### src/rtl/lcd_pkg.sv
// Shared types and constants for the HD44780 4-bit text driver.
package lcd_pkg;

  typedef enum logic [3:0] {
    PWR_WAIT, INIT_3A, INIT_3B, INIT_3C, INIT_2, CFG,
    SNAP, ADDR1, LINE1, ADDR2, LINE2, DONE
  } state_t;

  // LOAD primes the power-up wait, DELAY counts an idle gap, BUSY waits for a strobe
  typedef enum logic [1:0] {PH_LOAD, PH_DELAY, PH_BUSY} phase_t;

  localparam logic [7:0] CMD_FUNCSET = 8'h28;
  localparam logic [7:0] CMD_ENTRY   = 8'h06;
  localparam logic [7:0] CMD_DISPON  = 8'h0C;
  localparam logic [7:0] CMD_CLEAR   = 8'h01;
  localparam logic [7:0] CMD_LINE1   = 8'h80;
  localparam logic [7:0] CMD_LINE2   = 8'hC0;

  localparam logic [3:0] NIB_INIT3 = 4'h3;
  localparam logic [3:0] NIB_INIT2 = 4'h2;

  function automatic logic [7:0] cfg_byte(input logic [1:0] i);
    case (i)
      2'd0:    return CMD_FUNCSET;
      2'd1:    return CMD_ENTRY;
      2'd2:    return CMD_DISPON;
      default: return CMD_CLEAR;
    endcase
  endfunction

endpackage

### src/rtl/lcd_nibble_writer.sv
// Writes one nibble to the LCD pins: setup, E-high strobe, then a done pulse.
// RS and data stay on the pins until the next start, so they outlive E.
module lcd_nibble_writer #(
  parameter int T_SETUP = 2,
  parameter int T_EHIGH = 12
) (
  input  logic       clk,
  input  logic       rst_n,
  input  logic       start,
  input  logic       rs,
  input  logic [3:0] nibble,
  output logic       lcd_e,
  output logic       lcd_rs,
  output logic       lcd_4,
  output logic       lcd_5,
  output logic       lcd_6,
  output logic       lcd_7,
  output logic       done
);

  typedef enum logic [1:0] {W_IDLE, W_SETUP, W_HIGH} wstate_t;

  localparam logic [7:0] SETUP_LD = 8'(T_SETUP - 1);
  localparam logic [7:0] EHIGH_LD = 8'(T_EHIGH - 1);

  wstate_t    st;
  logic [7:0] cnt;

  always_ff @(posedge clk) begin
    if (!rst_n) begin
      st     <= W_IDLE;
      cnt    <= '0;
      lcd_e  <= 1'b0;
      lcd_rs <= 1'b0;
      {lcd_7, lcd_6, lcd_5, lcd_4} <= 4'h0;
      done   <= 1'b0;
    end else begin
      done <= 1'b0;
      case (st)
        W_IDLE: if (start) begin
          lcd_rs <= rs;
          {lcd_7, lcd_6, lcd_5, lcd_4} <= nibble;
          cnt    <= SETUP_LD;
          st     <= W_SETUP;
        end
        W_SETUP: if (cnt == 8'd0) begin
          lcd_e <= 1'b1;
          cnt   <= EHIGH_LD;
          st    <= W_HIGH;
        end else begin
          cnt <= cnt - 8'd1;
        end
        W_HIGH: if (cnt == 8'd0) begin
          lcd_e <= 1'b0;
          done  <= 1'b1;
          st    <= W_IDLE;
        end else begin
          cnt <= cnt - 8'd1;
        end
        default: st <= W_IDLE;
      endcase
    end
  end

endmodule

### src/rtl/lcd_text_driver.sv
// Initialises an HD44780 LCD in 4-bit mode and refreshes both lines forever
// from a per-frame snapshot of chars, using timed waits only.
module lcd_text_driver #(
  parameter int T_POWERUP = 750000,
  parameter int T_INIT1   = 205000,
  parameter int T_INIT2   = 5000,
  parameter int T_CMD     = 2000,
  parameter int T_CLEAR   = 82000,
  parameter int T_SETUP   = 2,
  parameter int T_EHIGH   = 12,
  parameter int T_NIBGAP  = 50
) (
  input  logic         clk,
  input  logic         rst_n,
  input  logic [255:0] chars,
  output logic         frame_done,
  output logic         lcd_rs,
  output logic         lcd_rw,
  output logic         lcd_e,
  output logic         lcd_4,
  output logic         lcd_5,
  output logic         lcd_6,
  output logic         lcd_7
);
  import lcd_pkg::*;

  // Counter reloads are trimmed by the cycles spent receiving done, issuing
  // the next start and passing through SNAP/DONE, so every gap after E falls is exact.
  localparam logic [19:0] W_PWR = 20'(T_POWERUP - 3);
  localparam logic [19:0] W_I1  = 20'(T_INIT1 - 2);
  localparam logic [19:0] W_I2  = 20'(T_INIT2 - 2);
  localparam logic [19:0] W_CMD = 20'(T_CMD - 2);
  localparam logic [19:0] W_NIB = 20'(T_NIBGAP - 2);
  localparam logic [19:0] W_CLR = 20'(T_CLEAR - 3);
  localparam logic [19:0] W_END = 20'(T_CMD - 4);

  state_t         state;
  phase_t         phase;
  logic [19:0]    cnt;
  logic           hi;
  logic [1:0]     cfg_i;
  logic [3:0]     col;
  logic [255:0]   frame;

  logic [4:0]     idx;
  logic [7:0]     cur_byte;
  logic [3:0]     nib;
  logic           is_init, writes, rs_cur, start, done;

  always_comb begin
    idx      = {state == LINE2, col};
    is_init  = state inside {INIT_3A, INIT_3B, INIT_3C, INIT_2};
    writes   = is_init || (state inside {CFG, ADDR1, LINE1, ADDR2, LINE2});
    rs_cur   = state inside {LINE1, LINE2};
    case (state)
      CFG:     cur_byte = cfg_byte(cfg_i);
      ADDR1:   cur_byte = CMD_LINE1;
      ADDR2:   cur_byte = CMD_LINE2;
      default: cur_byte = frame[{~idx, 3'b000} +: 8];
    endcase
    if (is_init)
      nib = (state == INIT_2) ? NIB_INIT2 : NIB_INIT3;
    else
      nib = hi ? cur_byte[7:4] : cur_byte[3:0];
    start = (phase == PH_DELAY) && (cnt == 20'd0) && writes;
  end

  always_ff @(posedge clk) begin
    if (!rst_n) begin
      state      <= PWR_WAIT;
      phase      <= PH_LOAD;
      cnt        <= '0;
      hi         <= 1'b1;
      cfg_i      <= 2'd0;
      col        <= 4'd0;
      frame      <= '0;
      frame_done <= 1'b0;
    end else begin
      frame_done <= 1'b0;
      case (phase)
        PH_LOAD: begin
          cnt   <= W_PWR;
          phase <= PH_DELAY;
        end
        PH_DELAY: if (cnt != 20'd0) begin
          cnt <= cnt - 20'd1;
        end else begin
          case (state)
            PWR_WAIT: state <= INIT_3A;
            SNAP: begin
              frame <= chars;
              state <= ADDR1;
            end
            DONE: begin
              frame_done <= 1'b1;
              state      <= SNAP;
            end
            default: phase <= PH_BUSY;
          endcase
        end
        PH_BUSY: if (done) begin
          phase <= PH_DELAY;
          if (!is_init && hi) begin
            hi  <= 1'b0;
            cnt <= W_NIB;
          end else begin
            hi  <= 1'b1;
            cnt <= W_CMD;
            case (state)
              INIT_3A: begin state <= INIT_3B; cnt <= W_I1; end
              INIT_3B: begin state <= INIT_3C; cnt <= W_I2; end
              INIT_3C: state <= INIT_2;
              INIT_2:  begin state <= CFG; cfg_i <= 2'd0; end
              CFG: if (cfg_i == 2'd3) begin
                state <= SNAP;
                cnt   <= W_CLR;
              end else begin
                cfg_i <= cfg_i + 2'd1;
              end
              ADDR1: begin state <= LINE1; col <= 4'd0; end
              LINE1: if (col == 4'd15) state <= ADDR2;
                     else col <= col + 4'd1;
              ADDR2: begin state <= LINE2; col <= 4'd0; end
              LINE2: if (col == 4'd15) begin
                state <= DONE;
                cnt   <= W_END;
              end else begin
                col <= col + 4'd1;
              end
              default: ;
            endcase
          end
        end
        default: phase <= PH_LOAD;
      endcase
    end
  end

  assign lcd_rw = 1'b0;

  lcd_nibble_writer #(
    .T_SETUP (T_SETUP),
    .T_EHIGH (T_EHIGH)
  ) u_nib (
    .clk    (clk),
    .rst_n  (rst_n),
    .start  (start),
    .rs     (rs_cur),
    .nibble (nib),
    .lcd_e  (lcd_e),
    .lcd_rs (lcd_rs),
    .lcd_4  (lcd_4),
    .lcd_5  (lcd_5),
    .lcd_6  (lcd_6),
    .lcd_7  (lcd_7),
    .done   (done)
  );

endmodule

### config.mk
export PLATFORM = sky130hd
export DESIGN_NAME = lcd_text_driver
export DESIGN_NICKNAME = d
export VERILOG_FILES = /design/src/rtl/lcd_pkg.sv /design/src/rtl/lcd_nibble_writer.sv /design/src/rtl/lcd_text_driver.sv
export SDC_FILE = /design/constraint.sdc
export NUM_CORES = 1
export LEC_CHECK = 0
export ABC_AREA = 1
export BUFFER_PORTS_ARGS = -buffer_cell sky130_fd_sc_hd__buf_4
export CAP_MARGIN = 15
export CORE_ASPECT_RATIO = 1.75
export CORE_MARGIN = 3
export CORE_UTILIZATION = 60
export CTS_CLUSTER_SIZE = 12
export DETAILED_ROUTE_END_ITERATION = 10
export HOLD_SLACK_MARGIN = 0.05
export PLACE_DENSITY = 0.85
export SETUP_SLACK_MARGIN = 0.5
export SYNTH_ARGS = -nofsm -noshare
export SYNTH_HDL_FRONTEND = slang
export SYNTH_SLANG_ARGS = --single-unit
### constraint.sdc
create_clock -name clk -period 3.3 [get_ports clk]
set_clock_uncertainty 0.05 [all_clocks]
set_input_delay 0.66 -clock clk [delete_from_list [all_inputs] [get_ports clk]]
set_output_delay 0.66 -clock clk [all_outputs]
set_load 0.03 [all_outputs]
# [Word-level counts from Yosys, hierarchy flattened]
# Index checks and enable logic that the tools add are counted.
[classes] n_addsub=4 n_eq_ne=35 shifts=1 muxes=43 bitwise_logic=5 n_reduce_logical=37
[op_table] op="indexed part select 256 x 9 -> 8 bit" count=1
[op_table] op="one-hot mux 18 bit (4 select lines)" count=1
[op_table] op="one-hot mux 20 bit (3 select lines)" count=1
[op_table] op="one-hot mux 8 bit (3 select lines)" count=2
[op_table] op="two-way mux 20 bit" count=2
[op_table] op="two-way mux 4 bit" count=9
[op_table] op="one-hot mux 4 bit (9 select lines)" count=1
[op_table] op="two-way mux 8 bit" count=3
[op_table] op="equality test 4 bit, second input constant" count=5
[op_table] op="logical NOT 20 bit" count=1
[op_table] op="nonzero test 20 bit" count=1
[op_table] op="subtractor 20 x 1 -> 20 bit, second input constant" count=1
[op_table] op="two-way mux 18 bit" count=1
[op_table] op="one-hot mux 6 bit (3 select lines)" count=1
[op_table] op="AND reduction 3 bit" count=6
[op_table] op="two-way mux 17 bit" count=1
[op_table] op="equality test 4 x 3 -> 1 bit, second input constant" count=4
[op_table] op="two-way mux 2 bit" count=8
[op_table] op="one-hot mux 4 bit (2 select lines)" count=2
[op_table] op="inequality test 2 bit, second input constant" count=7
[op_table] op="one-hot mux 2 bit (3 select lines)" count=2
[op_table] op="one-hot mux 4 bit (3 select lines)" count=1
[op_table] op="inequality test 10 bit, second input constant" count=1
[op_table] op="AND reduction 5 bit" count=2
[op_table] op="29 further kinds" count=61
[word_totals] register_bits=307 input_bits=258 output_inout_bits=8 elab_cells=142

# [Depth between registers and ports, before layout]
# Gate-level depths: netlist (run 1).
[depth] ltp_word=7 mapped_depth=15

# [By module]
# A second synthesis (run 1) with hierarchy kept.
[hier_totals] cells_unflattened=2437 area_unflattened_um2=16325.7
[by_module_without_submodules] module="lcd_text_driver" instances=1 cells_each=2297 area_per_inst_um2=15323.4 seq_area_each_um2=5805.6
[by_module_without_submodules] module="lcd_nibble_writer" instances=1 cells_each=140 area_per_inst_um2=1002.2 seq_area_each_um2=340.3

# [Worst setup path after synthesis (run 1)]
# No wires, ideal clock.
[synth_timing] kind="reg-to-reg" from="register cnt[0]" to="register frame[200]" setup_time_ps=117 t_arrival_ps=1850 setup_slack_ps=1283 stages_incl_launch_ff=12 n_path_buf=2 period_less_slack_ps=2017 path_cell_list="dfxtp_1 > inv_1 > ha_1 > nand3_1 > nor2_1 > nand3_1 > nor3_2 > nand2_1 > buf_2 > clkbuf_1 > o21ai_0 > nor2_1"
[synth_between] elab_chain_len=3
[synth_lines] element="start, declared" line_no="lcd_text_driver.sv:39" source="logic [19:0] cnt;"
[synth_lines] element="start signal, assigned" line_no="lcd_text_driver.sv:86" source="cnt <= cnt - 20'd1;"
[synth_lines] element="nonzero test 20 bit" line_no="lcd_text_driver.sv:85" source="PH_DELAY: if (cnt != 20'd0) begin"
[synth_lines] element="NOT 1 bit (no line)"
[synth_lines] element="AND reduction 3 bit (no line)"
[synth_lines] element="end signal, assigned" line_no="lcd_text_driver.sv:91" source="frame <= chars;"
[synth_lines] element="end, declared" line_no="lcd_text_driver.sv:43" source="logic [255:0] frame;"
# No other way between the ends.
# A chain may end at the register's enable or synchronous reset.

# [Final worst setup path (run 1)]
[layout_timing] from="register cnt[0]" to="register frame[248]"
# Same word-level chain as after synthesis.

==> results.md, run 1 <==
* Adder-Cell Fraction of Synth Area at under 10%
* Synth warn at 0
* Post-Route WL at 45250 µm
* Core area at 0.02361 mm²
* Initial Util at 61.83%
* Worst R2R Path Depth at 10
* Clk root buf: clkbuf_16
* Syn Nets at 2444
* Final WS setup at 639.4 ps
* Setup crit end kind: flip-flop
* Max clock buf depth at 3
* Post-synthesis register bit count at between 300 and 400
* Area growth from synthesis to final layout at 18.26%
* CP max stage delay at 330 ps
* Final core utilization at 73.12%
* RSZ-0062 raised after global routing: no
* Final slew viol count at 0
* Final setup vio count at 0
* Die Wd at roughly 120 µm
* Grt ovf at 0
* ANT nets after route at 0
* Gp weighted congestion at 0.9205
* Pwr dens at 473.8 mW/mm²
* Status: completed
* Hold_ws at between 300 and 400 ps
* DR vias at 15130
* CP arrival at 3050 ps
* Min cycle time layout at 2661 ps
* Pwr Total at slightly above 8 mW
* Final worst path period share at 80.62%
* Least-Margin Pin Slew at between 800 and 900 ps
* Syn Std Cell Area at 0.01460 mm²
* Via/cell ratio at 5.712
* Area of the die at 0.02631 mm²
* Setup TNS at 0 ps
* Die H at 212.4 µm
* Worst hold stages at 3
* First-pass GRT wire length at 70000 µm
* I/O Buffers at approximately 260
* Vias in the first global route at 14220
* Largest net degree at the start of global routing at roughly 160
* Most common library cell in the layout ignoring fill and taps: nor2_1
* Initial antenna violation count at 0
* Most frequent cells in the layout: 737 x nor2_1, 373 x o21ai_0, 305 x dfxtp_1
* Clk slew on worst S/H paths at roughly 60 ps
* HPWL after DPL at 31410 µm
* CP endpoint: frame[248]
* CP Data Required Time at 3690 ps
* Compound-Gate Fraction of Synth Area at approximately a fifth
* Synth Instances at roughly 2200
* Sequential fraction of the synthesis area at 42.10%
* Crit-path slowest cell: o21ai_0
* Initial DRC Count at 1243
* Leak at 7.227 nW
* Synth unique cells at 42
* Clk_lat worst skew at around 550 ps
* Remaining DRCs at 0
* Crit-path cells: inv_1, ha_1, nand3_1, nor2_1, nand3_1, nor3_4, nand2_4, buf_12, o21ai_0, nor2_1
* Fmax at about 0.38 GHz
* Simple logic cell fraction of the synthesized area at 29.24%
* DR pass1 iterations at 5
* CP startpoint: cnt[0]
* TritonCTS clock tree: built
* Nets at ~2600
* Layout cells sized above 1 at 15.15%
* Setup CP Type: flip-flop to flip-flop
* Post-Synth XOR/XNOR Area at 0.1800%
* Multiplexer share of the synthesized area at 0%
* # rows at 74
* Ant diodes at 0
* Setup crit start kind: flip-flop
* Io pins at 266
* Crit Path Max Fanout at ~160
* DR WL/cell at 17.09 µm
* Relative slew slack at 43.72%
* Reg-to-Reg End: frame[248]
* Worst R2R Start: cnt[0]
* Clock sinks at between 300 and 400
* Final Hold Viols at 0
* Htree depth at 1
* Num CTS Buffers at 29
* Worst hold path class: input port to flip-flop
* Peak supply drop at between 300 and 400 µV
* Pre-CTS setup slack at 763.6 ps
* Hold buffers post-CTS at 0
* Max_cap viols at 0
* Mean area per synthesized cell at 6.731 µm²
* R2R Setup Slk at 640 ps
* All-Layer GR Usage at around a third
* Largest family of logic cells by synthesized area: simple AND/OR/NAND/NOR gates
-- area by class of cell --
type	count	area [µm²]
multi-input combinational	1615	7310
inverter	97	365.4
sequential	307	6153
tap	304	380.4
clock buffer	34	754.5
fill	2054	6346
timing repair buffer	291	2301
-- critical path: cells and delay by family, from the launching register on --
kind | cells | cell delay (ps)
compound gates | 1 | 330
fa+ha+maj | 1 | 200
buf+inv | 2 | 350
flops | 1 | 320
simple gates | 6 | 1090
-- how the worst min path moves through the flow --
stage / start / to / slack [ps]
after CTS: chars[139] / frame[139] / 290
after detailed placement: frame[0] / frame[0] / 400
final: chars[139] / frame[139] / 300
after global placement: frame[96] / frame[96] / 390
after global routing: chars[188] / frame[188] / 310
after floorplan: frame[0] / frame[0] / 380
-- through the flow --
step | cells | cell area (µm²)
after global routing | 2648 | 17260
final | 2648 | 17260
after detailed placement | 2614 | 16500
after floorplan | 2169 | 14600
after CTS | 2648 | 17260
after global placement | 2614 | 16500
-- synthesized netlist by cell type (all sizes together) --
cell type	instances	area share [%]
nor2	746	19
o21ai	426	15
dfxtp	307	42
nand2	174	4.6
nand3	112	3.9
clkbuf	95	2.4
inv	94	2.4
buf	55	3.0
a21oi	54	1.9
o211ai	28	1.4
nor3	23	0.93
ha	17	1.5
a31oi	8	0.34
a211oi	4	0.21
nand4	4	0.17
a41oi	3	0.18
clkinv	3	0.077
a22oi	2	0.10
nor3b	2	0.10
o21a	2	0.10
xor2	2	0.12
a221oi	1	0.060
a31o	1	0.060
conb	1	0.026
nand3b	1	0.051
o22ai	1	0.043
o32ai	1	0.060
or2	1	0.043
xnor2	1	0.060
-- registers in the layout (all words and copies together), names as in the netlist, 2 cells and up --
register and count:
cfg_i 2, cnt 20, col 4, frame 256, phase 2, state 4, u_nib.cnt 8, u_nib.st 2
-- logic make-up (layout without fill, tap and decap cells) --
logic type      after synthesis  count (layout)
fa+ha+maj                    17              17
flops                       307             307
simple gates               1063            1063
buf+inv                     247             422
compound gates              531             531
xor+xnor                      3               3
other cells                   1               1
-- power breakdown --
part	switching, mW	leakage (nW)	internal (mW)	total, mW
combinational	0.841	4.38	0.531	1.37
clock	1.33	0.369	1.58	2.91
sequential	0.0954	2.48	3.81	3.90
-- per-layer routing --
metal  global-route usage (%)  wire (µm)  vias to the layer above
li1                         -          -                     7387
met1                    37.50      16160                     6924
met2                    58.96      23120                      671
met3                    3.380       2914                      144
met4                    20.73       3061                        0
met5                        0          0                        -
-- timing repair --
item	4_1_cts	5_1_grt
resized for setup	0	6
setup buffers	0	0
setup endpoints to repair	0	12
endpoints found under the hold margin	0	0
Power figures use the tool's default switching activity.
==> inputs of run 2 (changes only) <==
--- a/config.mk
+++ b/config.mk
@@ -10,11 +10,11 @@
 export CAP_MARGIN = 15
 export CORE_ASPECT_RATIO = 1.75
 export CORE_MARGIN = 3
-export CORE_UTILIZATION = 60
+export CORE_UTILIZATION = 51
 export CTS_CLUSTER_SIZE = 12
 export DETAILED_ROUTE_END_ITERATION = 10
 export HOLD_SLACK_MARGIN = 0.05
-export PLACE_DENSITY = 0.85
+export PLACE_DENSITY = 0.77
 export SETUP_SLACK_MARGIN = 0.5
 export SYNTH_ARGS = -nofsm -noshare
 export SYNTH_HDL_FRONTEND = slang
==> constraint.sdc (replaced) <==
create_clock -name clk -period 2.3 [get_ports clk]
set_clock_uncertainty 0.05 [all_clocks]
set_input_delay 0.46 -clock clk [delete_from_list [all_inputs] [get_ports clk]]
set_output_delay 0.46 -clock clk [all_outputs]
set_load 0.03 [all_outputs]
==> results.md, run 2 (synthesis gave the netlist of run 1 again) <==
* Status: completed
* Pre-CTS setup slack at -4.288 ps (-767.9 ps)
* Pwr dens at 623.6 mW/mm² (+32%)
* DR WL/cell at 20.56 µm (+20%)
* Most common library cell in the layout ignoring fill and taps: nor2_1
* Number of flip-flops in the largest register at 256 (unchanged)
* TritonCTS clock tree: built
* Setup CP Type: flip-flop to flip-flop
* # rows at 81 (+9.5%)
* Crit Path Max Fanout at 6 (-96%)
* Num CTS Buffers at 30 (+3.4%)
* Worst min-delay path startpoint: chars[30]
* Clk slew on worst S/H paths at 60 ps (about the same)
* Fillcell total at 2055 (+0.049%)
* Final Hold Viols at 0 (unchanged)
* Io pins at 266 (unchanged)
* Top Registers: frame (256), cnt (20), u_nib.cnt (8)
* Post-DP Area at 0.01708 mm² (+3.5%)
* RSZ-0062 raised after global routing: yes
* Setup TNS at 0 ps (unchanged)
* HPWL after DPL at 33830 µm (+7.7%)
* Final worst path period share at 98.85% (+18 points)
* Most used cell, CP: buf_12
* Worst R2R Start: cnt[1]
* Nets at 2774 (+6.0%)
* Min cycle time layout at 2274 ps (-387.0 ps)
* Initial antenna violation count at 3 (+3)
* CP Data Required Time at 2750 ps (-940 ps)
* Core area at 0.02807 mm² (+19%)
* Clk root buf: clkbuf_16
* Area of the multi-input gates at 0.008238 mm² (+13%)
* Clk_lat worst skew at 570 ps (+20 ps)
* Final slew viol count at 0 (unchanged)
* Worst hold path class: input port to flip-flop
* DR pass1 iterations at 5 (unchanged)
* Htree depth at 1 (unchanged)
* Final core utilization at 74.30% (+1.2 points)
* All-Layer GR Usage at 31.41% (-1.9 points)
* Reg with most FFs: frame
* Final WS setup at 26.46 ps (-613.0 ps)
* DR vias at 17000 (+12%)
* Largest net degree at the start of global routing at 160 (-1.2%)
* Clock sinks at 307 (unchanged)
* Hold buffers post-CTS at 0 (unchanged)
* Initial DRC Count at 1555 (+25%)
* Sequential cell area at 0.006171 mm² (+0.28%)
* Max_cap viols at 0 (unchanged)
* Via/cell ratio at 5.891 (+3.1%)
* Setup crit start kind: flip-flop
* CP startpoint: cnt[1]
* Max clock buf depth at 3 (unchanged)
* Area growth from synthesis to final layout at 42.87%
* Final setup vio count at 0 (unchanged)
* Area of the die at 0.03077 mm² (+17%)
* Initial Util at 52.00% (-9.8 points)
* Die H at 229.8 µm (+8.2%)
* ANT nets after route at 0 (unchanged)
* CP max stage delay at 320 ps (about the same)
* First-pass GRT wire length at 78160 µm (+12%)
* I/O Buffers at 264 (unchanged)
* Grt ovf at 0 (unchanged)
* Leak at 8.719 nW (+21%)
* Die Wd at 133.9 µm (+8.1%)
* Final Cell Area at 0.02086 mm² (+21%)
* Gp weighted congestion at 0.9269 (+0.70%)
* Peak supply drop at 594.2 µV (+54%)
* Remaining DRCs at 0 (unchanged)
* Vias in the first global route at 15540 (+9.3%)
* Layout cells sized above 1 at 27.90% (+13 points)
* Crit-path slowest cell: dfxtp_2
* Fmax at 0.4398 GHz (+17%)
* Post-Route WL at 59330 µm (+31%)
* Setup crit end kind: flip-flop
* Most frequent cells in the layout: 629 x nor2_1, 346 x buf_4, 311 x o21ai_0
* Crit-path cells: inv_2, ha_4, nand3_4, buf_6, inv_4, nand2_4, nor2_4, nand2_2, nor3_2, nand2_2, nor2_8, buf_12, buf_12, buf_12, clkbuf_16, nor2_1, nor2_1
* CP arrival at 2720 ps (-330 ps)
==> run 2: final cells by class <==
cell class	count	share of cell area [%]
clock inverters	2	0.1680
multi-input cells	1615	39.50
repair buffers	447	22.48
clock buffers	40	3.929
inverters	97	1.998
flip-flops and latches	307	29.59
diodes	4	0.04799
repair inverters	1	0.05399
well taps	373	2.238
==> run 2: worst paths after layout <==
kind	slack (ps)	cells after the start	end
setup / recovery	30	17	frame[246]
hold reg to reg	410	2	frame[24]
hold / removal	90	3	frame[30]
setup reg to reg	30	17	frame[246]
==> run 2: layer usage <==
metal	wire (µm)	vias to the layer above	global-route usage [%]	share of wire, %
li1	-	7756	-	-
met1	20060	7908	34.44	34
met2	29430	1013	56.14	50
met3	4470	324	3.262	7.5
met4	5371	0	21.65	9.1
met5	0	-	0	0
==> run 2: critical path: cells and delay by family, from the launching register on <==
kind          cells  cell delay, ps
simple gates      9             860
buf+inv           7             790
flops             1             320
fa+ha+maj         1             140
==> run 2: power breakdown <==
group,internal [mW],switching [mW]
sequential,5.47,0.157
combinational,1.23,1.52
clock,2.55,2.08
total,9.26,3.75
==> run 2: stage by stage <==
stage | total power, mW | cells | hold slack, ps
after floorplan | 6.938 | 2169 | 379.2
after global placement | 7.919 | 2729 | 391.3
after detailed placement | 7.959 | 2729 | 395.5
after CTS | 12.70 | 2812 | 76.59
after global routing | 13.44 | 2885 | 98.05
final | 13.01 | 2886 | 90.08
==> run 2: what timing repair did <==
action	in CTS	in global routing
pin swaps	16	89
endpoints found under the setup margin	301	304
cloned	14	35
resized for setup	58	341
setup buffers	27	35
